$ cat src/rtl/alarm_ctrl_fsm_pkg.sv
// Shared definitions for the alarm clock keypad sequencer: state encodings and keypad constants.
package alarm_ctrl_fsm_pkg;

    typedef enum logic [2:0] {
        SHOW_TIME        = 3'd0,
        KEY_STORED       = 3'd1,
        KEY_WAITED       = 3'd2,
        KEY_ENTRY        = 3'd3,
        SHOW_ALARM       = 3'd4,
        SET_ALARM_TIME   = 3'd5,
        SET_CURRENT_TIME = 3'd6
    } state_t;

    localparam logic [3:0] NOKEY_DEFAULT = 4'd10;
    localparam logic [2:0] DIGIT_MAX     = 3'd4;

    // The states in which the operator is mid-entry and the inactivity clock runs.
    function automatic logic is_entry(input state_t s);
        return (s == KEY_WAITED) || (s == KEY_ENTRY);
    endfunction

endpackage

$ cat src/rtl/alarm_ctrl_fsm_inactivity_timer.sv
// Purpose: counts one_second ticks while enabled; flags the tick that completes TIMEOUT_S seconds.
// Latency: timeout is combinational on the completing tick; count registered.
// Backpressure: none; saturates at TIMEOUT_S-1 and holds until cleared.
module inactivity_timer #(
    parameter int TIMEOUT_S = 10
) (
    input  logic clk,
    input  logic reset,
    input  logic clear,
    input  logic enable,
    input  logic one_second,
    output logic timeout
);

    localparam int            CW   = $clog2(TIMEOUT_S);
    localparam logic [CW-1:0] LAST = CW'(TIMEOUT_S - 1);

    logic [CW-1:0] count;

    always_ff @(posedge clk or negedge reset) begin
        if (!reset) begin
            count <= '0;
        end else if (clear) begin
            count <= '0;
        end else if (enable && one_second && (count != LAST)) begin
            count <= count + CW'(1);
        end
    end

    assign timeout = enable && one_second && (count == LAST);

endmodule

$ cat src/rtl/alarm_ctrl_fsm.sv
// Purpose: keypad/button sequencer driving the keyreg digit buffer; optional KEY_DIGIT_LIMIT_EN caps entry at 4 digits.
// Latency: every output is registered, 1 cycle after the input that causes it.
// Backpressure: none; a held key yields one shift, further input waits for key release.
module alarm_ctrl_fsm
    import alarm_ctrl_fsm_pkg::*;
#(
    parameter int         TIMEOUT_S = 10,
    parameter logic [3:0] NOKEY     = NOKEY_DEFAULT
) (
    input  logic       clk,
    input  logic       reset,
    input  logic       one_second,
    input  logic [3:0] key,
    input  logic       alarm_button,
    input  logic       time_button,
    output logic       shift,
    output logic       load_new_a,
    output logic       load_new_c,
    output logic       show_new_time,
    output logic       show_a
);

    state_t state;
    state_t nxt;
    logic   timeout;
    logic   key_vld;
    logic   btn_ok;
    logic   key_ok;

    inactivity_timer #(.TIMEOUT_S(TIMEOUT_S)) u_timer (
        .clk        (clk),
        .reset      (reset),
        .clear      ((state == SHOW_TIME) || (state == KEY_STORED)),
        .enable     (is_entry(state)),
        .one_second (one_second),
        .timeout    (timeout)
    );

    assign key_vld = (key != NOKEY);

`ifdef KEY_DIGIT_LIMIT_EN
    logic [2:0] digits;

    always_ff @(posedge clk or negedge reset) begin
        if (!reset) begin
            digits <= '0;
        end else if (state == SHOW_TIME) begin
            digits <= '0;
        end else if ((state == KEY_STORED) && (digits != DIGIT_MAX)) begin
            digits <= digits + 3'd1;
        end
    end

    // A full buffer is the only thing the set buttons may commit.
    assign btn_ok = (digits == DIGIT_MAX);
    assign key_ok = (digits != DIGIT_MAX);
`else
    assign btn_ok = 1'b1;
    assign key_ok = 1'b1;
`endif

    always_comb begin
        nxt = state;
        case (state)
            SHOW_TIME: begin
                if (alarm_button)  nxt = SHOW_ALARM;
                else if (key_vld)  nxt = KEY_STORED;
            end
            KEY_STORED:            nxt = KEY_WAITED;
            KEY_WAITED: begin
                if (!key_vld)      nxt = KEY_ENTRY;
                else if (timeout)  nxt = SHOW_TIME;
            end
            KEY_ENTRY: begin
                if (btn_ok && alarm_button)     nxt = SET_ALARM_TIME;
                else if (btn_ok && time_button) nxt = SET_CURRENT_TIME;
                else if (key_ok && key_vld)     nxt = KEY_STORED;
                else if (timeout)               nxt = SHOW_TIME;
            end
            SHOW_ALARM: begin
                if (!alarm_button) nxt = SHOW_TIME;
            end
            SET_ALARM_TIME:        nxt = SHOW_TIME;
            SET_CURRENT_TIME:      nxt = SHOW_TIME;
            default:               nxt = SHOW_TIME;
        endcase
    end

    // Outputs are decoded from the next state so they line up with the state register.
    always_ff @(posedge clk or negedge reset) begin
        if (!reset) begin
            state         <= SHOW_TIME;
            shift         <= 1'b0;
            load_new_a    <= 1'b0;
            load_new_c    <= 1'b0;
            show_new_time <= 1'b0;
            show_a        <= 1'b0;
        end else begin
            state         <= nxt;
            shift         <= (nxt == KEY_STORED);
            load_new_a    <= (nxt == SET_ALARM_TIME);
            load_new_c    <= (nxt == SET_CURRENT_TIME);
            show_new_time <= is_entry(nxt);
            show_a        <= (nxt == SHOW_ALARM);
        end
    end

endmodule
$ cat config.mk
export PLATFORM = sky130hd
export DESIGN_NAME = alarm_ctrl_fsm
export DESIGN_NICKNAME = d
export VERILOG_FILES = /design/src/rtl/alarm_ctrl_fsm_pkg.sv /design/src/rtl/alarm_ctrl_fsm_inactivity_timer.sv /design/src/rtl/alarm_ctrl_fsm.sv
export SDC_FILE = /design/constraint.sdc
export NUM_CORES = 1
export LEC_CHECK = 0
export BUFFER_PORTS_ARGS = -buffer_cell sky130_fd_sc_hd__buf_2
export CORE_MARGIN = 2
export CORE_UTILIZATION = 30
export CTS_CLUSTER_DIAMETER = 30
export CTS_CLUSTER_SIZE = 12
export DETAILED_ROUTE_END_ITERATION = 12
export MAX_ROUTING_LAYER = met4
export SETUP_SLACK_MARGIN = 0.15
export SLEW_MARGIN = 40
export SYNTH_ARGS = -nofsm -noshare
export SYNTH_HDL_FRONTEND = slang
export SYNTH_SLANG_ARGS = --single-unit
$ cat constraint.sdc
create_clock -name clk -period 1.5 [get_ports clk]
set_clock_uncertainty 0.15 [all_clocks]
set_input_delay 0.075 -clock clk [delete_from_list [all_inputs] [get_ports clk]]
set_output_delay 0.075 -clock clk [all_outputs]
set_load 0.01 [all_outputs]
==> summary.txt, run 1 <==
maximum VDD drop = 0.0009112 V
dpl cells = 102
DR WL/cell = 12.03 um
die area = 2458 sq um
final setup TNS = -0.08373 ns
Clock Path Buffers = 2
clk sinks = 12
Avg Inst Size Synth = 11.13 sq um
antenna violations before repair = 0
top cells by area, synth = dfrtp_1 48%, nor2_1 4.2%, xor2_1 4.2%, ha_1 4.0%, nand3b_1 3.6%
Yosys warnings = 0
Adder-Cell Fraction of Synth Area = 0.04016
Cell Pwr Density = 1471 nW/um^2
Max-Slew Margin vs Limit = 0.7970
WS Path Type = reg2reg
mapped cell area = 623.1 sq um
GRT Overall Usage = 0.1214
final worst slack = -0.06278 ns
Post-Synth XOR/XNOR Area = 0.05622
clock-pin transition on the worst setup and hold timing paths = 0.09 ns
Synth area leader = dfrtp_1
Critical Path End Type = flop
startpoint types = flop
largest net degree at the start of global routing = 13
post-synthesis mux area share = 0.02410
placed cell areas = 769.5 sq um
Via Count = 511
die width = 49.58 um
Critical Path Fanout Max = 5
hold slack = 0.04323 ns
crit path from = u_timer.count[1]
Fillers = 200
RSZ-0062 raised after global routing = yes
total number of H-tree levels = 1
fin crit share = 1.042
Setup violations, final = 2
layout cells sized above 1 = 0.4881
main combinational cell family by area after synthesis = simple AND/OR/NAND/NOR gates
Final Hold Fails = 0
post-route cell area = 895.9 sq um
Die Ht = 49.58 um
Syn-to-layout area delta = 43.77%
n_diodes = 0
Slew Limit Fails = 0
CP required = 1.53 ns
first-pass GRT wire length = 2235 um
Floorplan Core Area = 1962 sq um
final non-filler cell total = 111
Initial Util = 0.3176
post-synthesis compound-gate area fraction = 0.06225
# Max-Cap Violations = 0
total chip power = 1.318 mW
Via density = 4.604
synthesis-stage register bit count = 12
Worst Max-Slew Pin Slew = 0.3033 ns
grt total ovfl = 0
status = finished with violations
CTS root buffer = clkbuf_4
Synth top area share = 0.4819
# DRC = 0
post-synthesis sequential area ratio = 0.4819
DRT iter0 DRCs = 13
hold crit path type = in2async
Worst EP arrival = 1.60 ns
fmax = 639.9 MHz
FF-to-FF Start = u_timer.count[1]
R2R setup slack = -0.06 ns
CTS tree = yes
Rows = 16
synth unique cells = 28
failing checks = setup timing
Clock Latency Late Sink = 0.28 ns
simple logic cell fraction of the synthesized area = 0.2932
Nets = 96
number of iterations in the first detailed-routing pass = 4
total CTS buffers = 3
last weighted congestion value of the routability-driven placer = 0.8410
Top-Level Pins = 14
post-layout min period = 1.563 ns
vias in the first global route = 529
number of routed nets with antenna violations = 0
syn_nets = 67
post-DP HPWL = 929.4 um
Cells after Synth = 56
Pleak = 0.4664 nW
WL final = 1335 um
I/O Buffers = 13
==> Yosys cell counts <==
master	n
and4bb_4	1
dfrtp_1	12
nor4_1	1
and3b_1	1
a21oi_1	2
o21bai_1	1
and2_4	1
nand3_1	2
nand2_1	1
nor2_2	1
xor2_1	3
o211ai_1	1
buf_6	1
nand4_1	1
xnor2_1	1
nor2b_1	1
nor3_1	2
ha_1	2
mux2_4	1
and4bb_2	1
nand2b_1	1
nand3b_1	3
nand3b_4	1
nor2_1	7
nor4_2	1
inv_1	4
o311ai_1	1
o21ai_0	1
==> cell type report <==
type,count,area [sq um],share of cell area
multi-input combinational,39,346.6,0.3869
sequential,12,301.5,0.3366
timing repair buffer,25,162.7,0.1816
clock buffer,4,36.28,0.04050
tap,27,33.78,0.03771
inverter,4,15.01,0.01676
==> timing repair <==
item,CTS,global route
buffers inserted,1,1
endpoints found under the hold margin,15,0
gates resized for setup,1,7
endpoints found under the setup margin,7,9
hold buffers,3,0
pin swaps,6,3
==> report_power, final <==
part / internal [mW] / switching, mW
clock: 0.147 / 0.117
sequential: 0.410 / 0.0749
combinational: 0.299 / 0.270
==> state kept, by name, indices dropped and copies added, names as in the netlist <==
register / count
shift: 1
show_a: 1
show_new_time: 1
state: 3
load_new_c: 1
load_new_a: 1
u_timer.count: 4
==> cell families (layout without fill, tap and decap cells) <==
kind of cell / after synthesis / after routing
buffers and inverters: 5 / 33
multiplexers: 1 / 1
flip-flops: 12 / 12
XOR/XNOR: 4 / 4
AND/OR/NAND/NOR: 26 / 26
AO/OA/AOI/OAI: 6 / 6
adder cells (fa/ha/maj): 2 / 2
==> through the flow <==
| step | worst slack, ns | utilization |
|---|---|---|
| after floorplan | 0.002915 | - |
| after global placement | -0.06807 | 0.3922 |
| after detailed placement | -0.1083 | 0.3922 |
| after CTS | -0.08564 | 0.4337 |
| after global routing | -0.1383 | 0.4566 |
| final | -0.06278 | 0.4566 |
==> final timing paths <==
path | cells past startpoint | end
min in group clk | 3 | state[2]
setup reg to reg | 6 | shift
setup / recovery | 6 | shift
hold reg to reg | 1 | show_a
max in group asynchronous | 2 | state[1]
hold / removal | 2 | state[0]
==> layout by cell type (no fill, tap or decap), types with 2 or more instances in the layout <==
master / n
buf_2: 13
buf_4: 9
clkbuf_4: 3
dfrtp_1: 11
dlygate4sd3_1: 3
inv_1: 3
nand3b_1: 3
nor2_1: 7
nor3_1: 2
xor2_1: 3
==> worst max-delay path: stages (launching register included) <==
cell and delay, ns:
dfrtp_1 0.40, inv_2 0.08, ha_4 0.13, nand3b_4 0.11, o311ai_4 0.25, nand3_2 0.13, nor4_2 0.21
==> routing by layer <==
layer,part of all wire,global-route usage,vias to the layer above
li1,-,-,252
met1,0.42,0.1404,240
met2,0.51,0.2067,17
met3,0.052,0.02727,2
met4,0.0075,0.04167,0
met5,0,-,-
No activity file was read; power rests on OpenSTA's default activity.
==> run 2: changes to the inputs <==
--- a/config.mk
+++ b/config.mk
@@ -12,6 +12,7 @@
 export CTS_CLUSTER_SIZE = 12
 export DETAILED_ROUTE_END_ITERATION = 12
 export MAX_ROUTING_LAYER = met4
+export REMOVE_ABC_BUFFERS = 1
 export SETUP_SLACK_MARGIN = 0.15
 export SLEW_MARGIN = 40
 export SYNTH_ARGS = -nofsm -noshare
==> summary.txt, run 2 (synthesized netlist as in run 1, its figures left out) <==
failing checks = setup timing
highest metal used = met4
CP cell instances = nand3b_1 -> o311ai_4 -> nand3_2 -> nor2b_1
hold crit path type = in2reg
Reg-to-Reg End = show_new_time
Initial Util = 0.3176 (unchanged)
n_diodes = 0 (unchanged)
max FFs per register = 4 (unchanged)
Critical Path End Type = flop
Syn-to-layout area delta = 45.58%
vias in the first global route = 512 (-3.2%)
status = finished with violations
Top reg by flops = u_timer.count
M1 WL = 611 um (+7.8%)
Setup violations, final = 2 (unchanged)
die width = 49.58 um (unchanged)
hold_sp = alarm_button
Final Hold Fails = 0 (unchanged)
final non-filler cell total = 110 (-0.90%)
first-pass GRT wire length = 2118 um (-5.2%)
die area = 2458 sq um (unchanged)
most common cell after layout, fill and taps aside = buf_2
met2 WL = 723 um (+5.2%)
I/O Buffers = 13 (unchanged)
startpoint types = flop
final worst slack = -0.05072 ns (+0.01206 ns)
FF-to-FF Start = state[2]
# Max-Cap Violations = 0 (unchanged)
Cell Pwr Density = 1379 nW/um^2 (-6.2%)
Clock Latency Late Sink = 0.27 ns (about the same)
hold depth = 3
fin crit share = 1.034 (-0.008038)
Final Util = 0.4624 (+0.005739)
Worst Max-Slew Pin Slew = 0.3316 ns (+0.02824 ns)
Nets = 96 (unchanged)
Slew Limit Fails = 0 (unchanged)
total number of H-tree levels = 1 (unchanged)
Via density = 4.700 (+2.1%)
Critical Path Max Stage Delay = 0.42 ns (+0.02 ns)
clk sinks = 12 (unchanged)
final setup TNS = -0.06263 ns (+0.02109 ns)
biggest regs = u_timer.count: 4 flops, state: 3 flops
Die Ht = 49.58 um (unchanged)
Fillers = 197 (-1.5%)
DR WL/cell = 12.65 um (+5.1%)
total chip power = 1.251 mW (-5.0%)
number of routed nets with antenna violations = 0 (unchanged)
Worst EP arrival = 1.55 ns (-0.05 ns)
Multi-input gate area = 364.1 sq um (+5.1%)
Via Count = 517 (+1.2%)
Top-Level Pins = 14 (unchanged)
Clock Path Buffers = 2 (unchanged)
maximum VDD drop = 0.0008905 V (-2.3%)
GRT Overall Usage = 0.1166 (-0.004771)
DR WL met3 = 35 um (-50%)
post-DP HPWL = 851.8 um (-8.3%)
fmax = 644.9 MHz (+0.78%)
DRT iter0 DRCs = 4 (-9)
FF-to-FF path depth = 4 (-2)
WL final = 1391 um (+4.2%)
WS Path Type = reg2reg
Critical Path Slowest Stage Cell = dfrtp_1
clock-pin transition on the worst setup and hold timing paths = 0.06 ns (-0.03 ns)
Rows = 16 (unchanged)
total CTS buffers = 3 (unchanged)
layout cells sized above 1 = 0.5422 (+0.05407)
last weighted congestion value of the routability-driven placer = 0.8165 (-2.9%)
largest net degree at the start of global routing = 13 (unchanged)
# DRC = 0 (unchanged)
CTS root buffer = clkbuf_4
Floorplan Core Area = 1962 sq um (unchanged)
R2R setup slack = -0.05 ns (about the same)
Pleak = 0.4590 nW (-1.6%)
Max-Slew Margin vs Limit = 0.7781 (-0.01889)
post-layout min period = 1.551 ns (-0.01206 ns)
number of iterations in the first detailed-routing pass = 4 (unchanged)
antenna violations before repair = 0 (unchanged)
RSZ-0062 raised after global routing = yes
Worst Hold End = state[2]
most frequent cells in the layout = 13 x buf_2, 11 x dfrtp_1, 7 x nor2_1, 7 x buf_4
Critical Path Fanout Max = 5 (unchanged)
grt total ovfl = 0 (unchanged)
Sequential Area = 301.5 sq um (unchanged)
CTS tree = yes
CP required = 1.50 ns (-0.03 ns)
dpl cells = 99 (-2.9%)
run 2: stage by stage:
stage	worst slack [ns]	hold slack (ns)	area, sq um
floorplan	-0.02822	-0.3706	611.8
detailed placement	-0.1205	-0.1802	740.7
global placement	-0.09357	-0.1808	740.7
finish	-0.05072	0.04474	907.1
CTS	-0.01968	0.04818	844.6
global route	-0.1215	0.06160	907.1
run 2: critical path, delay by kind of cell (launching register included):
kind / cells / cell delay [ns]
simple gates: 3 / 0.55
compound gates: 1 / 0.31
flops: 1 / 0.42
run 2: worst max-delay path by stage:
| stage | start | endpoint | slack [ns] |
|---|---|---|---|
| 2_1_floorplan | u_timer.count[1] | show_new_time | -0.03 |
| 3_3_place_gp | u_timer.count[1] | show_new_time | -0.09 |
| 3_5_place_dp | u_timer.count[1] | show_new_time | -0.12 |
| 4_1_cts | u_timer.count[1] | show_new_time | -0.02 |
| 5_1_grt | u_timer.count[1] | show_new_time | -0.12 |
| 6_report | state[2] | show_new_time | -0.05 |
run 2: layer usage:
layer	vias up	global-route usage
li1	252	-
met3	3	0.02727
met2	11	0.1867
met5	-	-
met4	0	0.05556
met1	251	0.1379
run 2: final cells by class:
cell class                 count  share of cell area
inverter                       4             0.01655
timing repair buffer          25              0.1876
multi-input combinational     39              0.4014
clock buffer                   3             0.02483
tap                           27             0.03724
sequential                    12              0.3324
run 2: what timing repair did:
action | in CTS | in global routing
pin swaps | 3 | 4
buffers inserted | 3 | 2
hold endpoints to repair | 15 | 0
setup endpoints to repair | 8 | 9
hold buffers | 3 | 0
resized for setup | 6 | 11
run 2: report_power, final:
group	total, mW	internal (mW)	switching (mW)
clock	0.193	0.0928	0.100
combinational	0.562	0.294	0.268
sequential	0.497	0.410	0.0867
total	1.25	0.796	0.455
==> run 3: changes to the inputs <==
--- a/config.mk
+++ b/config.mk
@@ -13,7 +13,7 @@
 export DETAILED_ROUTE_END_ITERATION = 12
 export MAX_ROUTING_LAYER = met4
 export REMOVE_ABC_BUFFERS = 1
-export SETUP_SLACK_MARGIN = 0.15
+export SETUP_SLACK_MARGIN = 0.5
 export SLEW_MARGIN = 40
 export SYNTH_ARGS = -nofsm -noshare
 export SYNTH_HDL_FRONTEND = slang
==> summary.txt, run 3 (synthesized netlist as in run 1, its figures left out) <==
status = finished with violations
post-layout min period = 1.526 ns (-0.02451 ns)
Reg-to-Reg End = shift
Via density = 4.621 (-1.7%)
Clock Path Buffers = 2 (unchanged)
CTS root buffer = clkbuf_4
Critical Path End Type = flop
final setup TNS = -0.05761 ns (+0.005023 ns)
CTS Hold Bufs = 2 (-1)
FF-to-FF Start = state[2]
hold crit path type = in2reg
antenna violations before repair = 0 (unchanged)
CP required = 1.54 ns (+0.04 ns)
fmax = 655.2 MHz (+1.6%)
Nets = 102 (+6.3%)
Worst EP arrival = 1.57 ns (+0.02 ns)
Critical Path Max Stage Delay = 0.42 ns (about the same)
Critical Path Fanout Max = 5 (unchanged)
Final Hold Fails = 1 (+1)
Top reg by flops = u_timer.count
Syn-to-layout area delta = 58.84%
clock-pin transition on the worst setup and hold timing paths = 0.08 ns (+0.02 ns)
n_diodes = 0 (unchanged)
final worst slack = -0.02621 ns (+0.02451 ns)
clk sinks = 12 (unchanged)
largest net degree at the start of global routing = 13 (unchanged)
Clock Latency Late Sink = 0.28 ns (about the same)
Top-Level Pins = 14 (unchanged)
Cell Pwr Density = 1474 nW/um^2 (+6.9%)
Pleak = 0.4946 nW (+7.8%)
Die Ht = 49.58 um (unchanged)
maximum VDD drop = 0.0009798 V (+10%)
Setup violations, final = 3 (+1)
die area = 2458 sq um (unchanged)
RSZ-0062 raised after global routing = yes
# DRC = 0 (unchanged)
vias in the first global route = 512 (unchanged)
Worst Max-Slew Pin Slew = 0.3526 ns (+0.02108 ns)
I/O Buffers = 13 (unchanged)
Floorplan Core Area = 1962 sq um (unchanged)
last weighted congestion value of the routability-driven placer = 0.8165 (unchanged)
DRT iter0 DRCs = 7 (+3)
Fillers = 187 (-5.1%)
total CTS buffers = 3 (unchanged)
# Max-Cap Violations = 0 (unchanged)
biggest regs = u_timer.count: 4 flops, state: 3 flops
FF-to-FF path depth = 4 (unchanged)
Slew Limit Fails = 0 (unchanged)
startpoint types = flop
WS Path Type = reg2reg
number of routed nets with antenna violations = 0 (unchanged)
most common cell after layout, fill and taps aside = buf_2
die width = 49.58 um (unchanged)
CTS tree = yes
Rows = 16 (unchanged)
first-pass GRT wire length = 2187 um (+3.3%)
Via Count = 536 (+3.7%)
max FFs per register = 4 (unchanged)
worst setup path end = shift
post-DP HPWL = 851.8 um (unchanged)
number of iterations in the first detailed-routing pass = 3 (-1)
Critical Path Slowest Stage Cell = dfrtp_1
failing checks = hold timing, setup timing
fin crit share = 1.017 (-0.01634)
layout cells sized above 1 = 0.6517 (+0.1095)
WL final = 1482 um (+6.5%)
grt total ovfl = 0 (unchanged)
most frequent cells in the layout = 13 x buf_2, 12 x buf_4, 10 x dfrtp_1, 6 x nor2_1, 4 x buf_6
total number of H-tree levels = 1 (unchanged)
DR WL/cell = 12.78 um (+1.0%)
Max-Slew Margin vs Limit = 0.7627 (-0.01540)
crit path from = state[2]
GRT Overall Usage = 0.1213 (+0.004691)
hold slack = -0.08432 ns (-0.1291 ns)
R2R setup slack = -0.03 ns (+0.02 ns)
Final Util = 0.5045 (+0.04209)
Initial Util = 0.3176 (unchanged)
CP cell instances = buf_4 -> nor4_1 -> nor3_2 -> nor4_2
## run 3: cell types whose count changed in the layout (fill, tap and decap cells not counted), sizes merged
| cell | delta |
|---|---|
| buf | +7 |
| dlygate4sd3 | -1 |
## run 3: layout make-up
type,count,area (sq um),area share
clock buffer,3,22.52,0.02276
inverter,4,15.01,0.01517
multi-input combinational,39,395.4,0.3995
sequential,12,302.8,0.3059
tap,27,33.78,0.03413
timing repair buffer,31,220.2,0.2225
## run 3: stage by stage
step | area [sq um] | hold slack [ns] | setup WS [ns] | std cells | power, mW
5_1_grt | 989.7 | -0.07915 | -0.1848 | 116 | 1.552
2_1_floorplan | 611.8 | -0.3706 | -0.02822 | 55 | 0.7493
6_report | 989.7 | -0.08432 | -0.02621 | 116 | 1.459
4_1_cts | 884.6 | -0.1105 | -0.01259 | 110 | 1.248
3_3_place_gp | 740.7 | -0.1808 | -0.09357 | 99 | 0.8875
3_5_place_dp | 740.7 | -0.1802 | -0.1205 | 99 | 0.8888
## run 3: power by group
group | switching (mW) | total [mW] | internal (mW)
Sequential | 0.0843 | 0.497 | 0.413
Combinational | 0.328 | 0.761 | 0.432
Clock | 0.108 | 0.202 | 0.0933
Total | 0.521 | 1.46 | 0.938
## run 3: metal layers
| metal | GRT usage | routed length (um) | up-vias |
|---|---|---|---|
| met5 | - | 0 | - |
| met4 | 0.05556 | 26 | 0 |
| met3 | 0.02727 | 43 | 3 |
| met2 | 0.1889 | 752 | 9 |
| met1 | 0.1497 | 660 | 261 |
| li1 | - | - | 263 |
## run 3: worst min path at each step
stage,start,endpoint,slack (ns),cells after the start
after floorplan,reset,load_new_a,-0.37,0
final,time_button,load_new_c,-0.08,3
after detailed placement,reset,load_new_a,-0.18,1
after global placement,reset,load_new_a,-0.18,1
after global routing,time_button,load_new_c,-0.08,3
after CTS,time_button,load_new_c,-0.11,3
## run 3: what timing repair did
action	in CTS	in global routing
cloned	0	0
setup buffers	6	6
pin swaps	6	7
hold endpoints to repair	16	1
resized for setup	14	14
setup endpoints to repair	10	17
## run 3: critical path: cells and delay by family (launching register included)
kind                   cells  cell delay, ns
buffers and inverters      1            0.17
DFF                        1            0.42
and+or+nand+nor            3            0.71
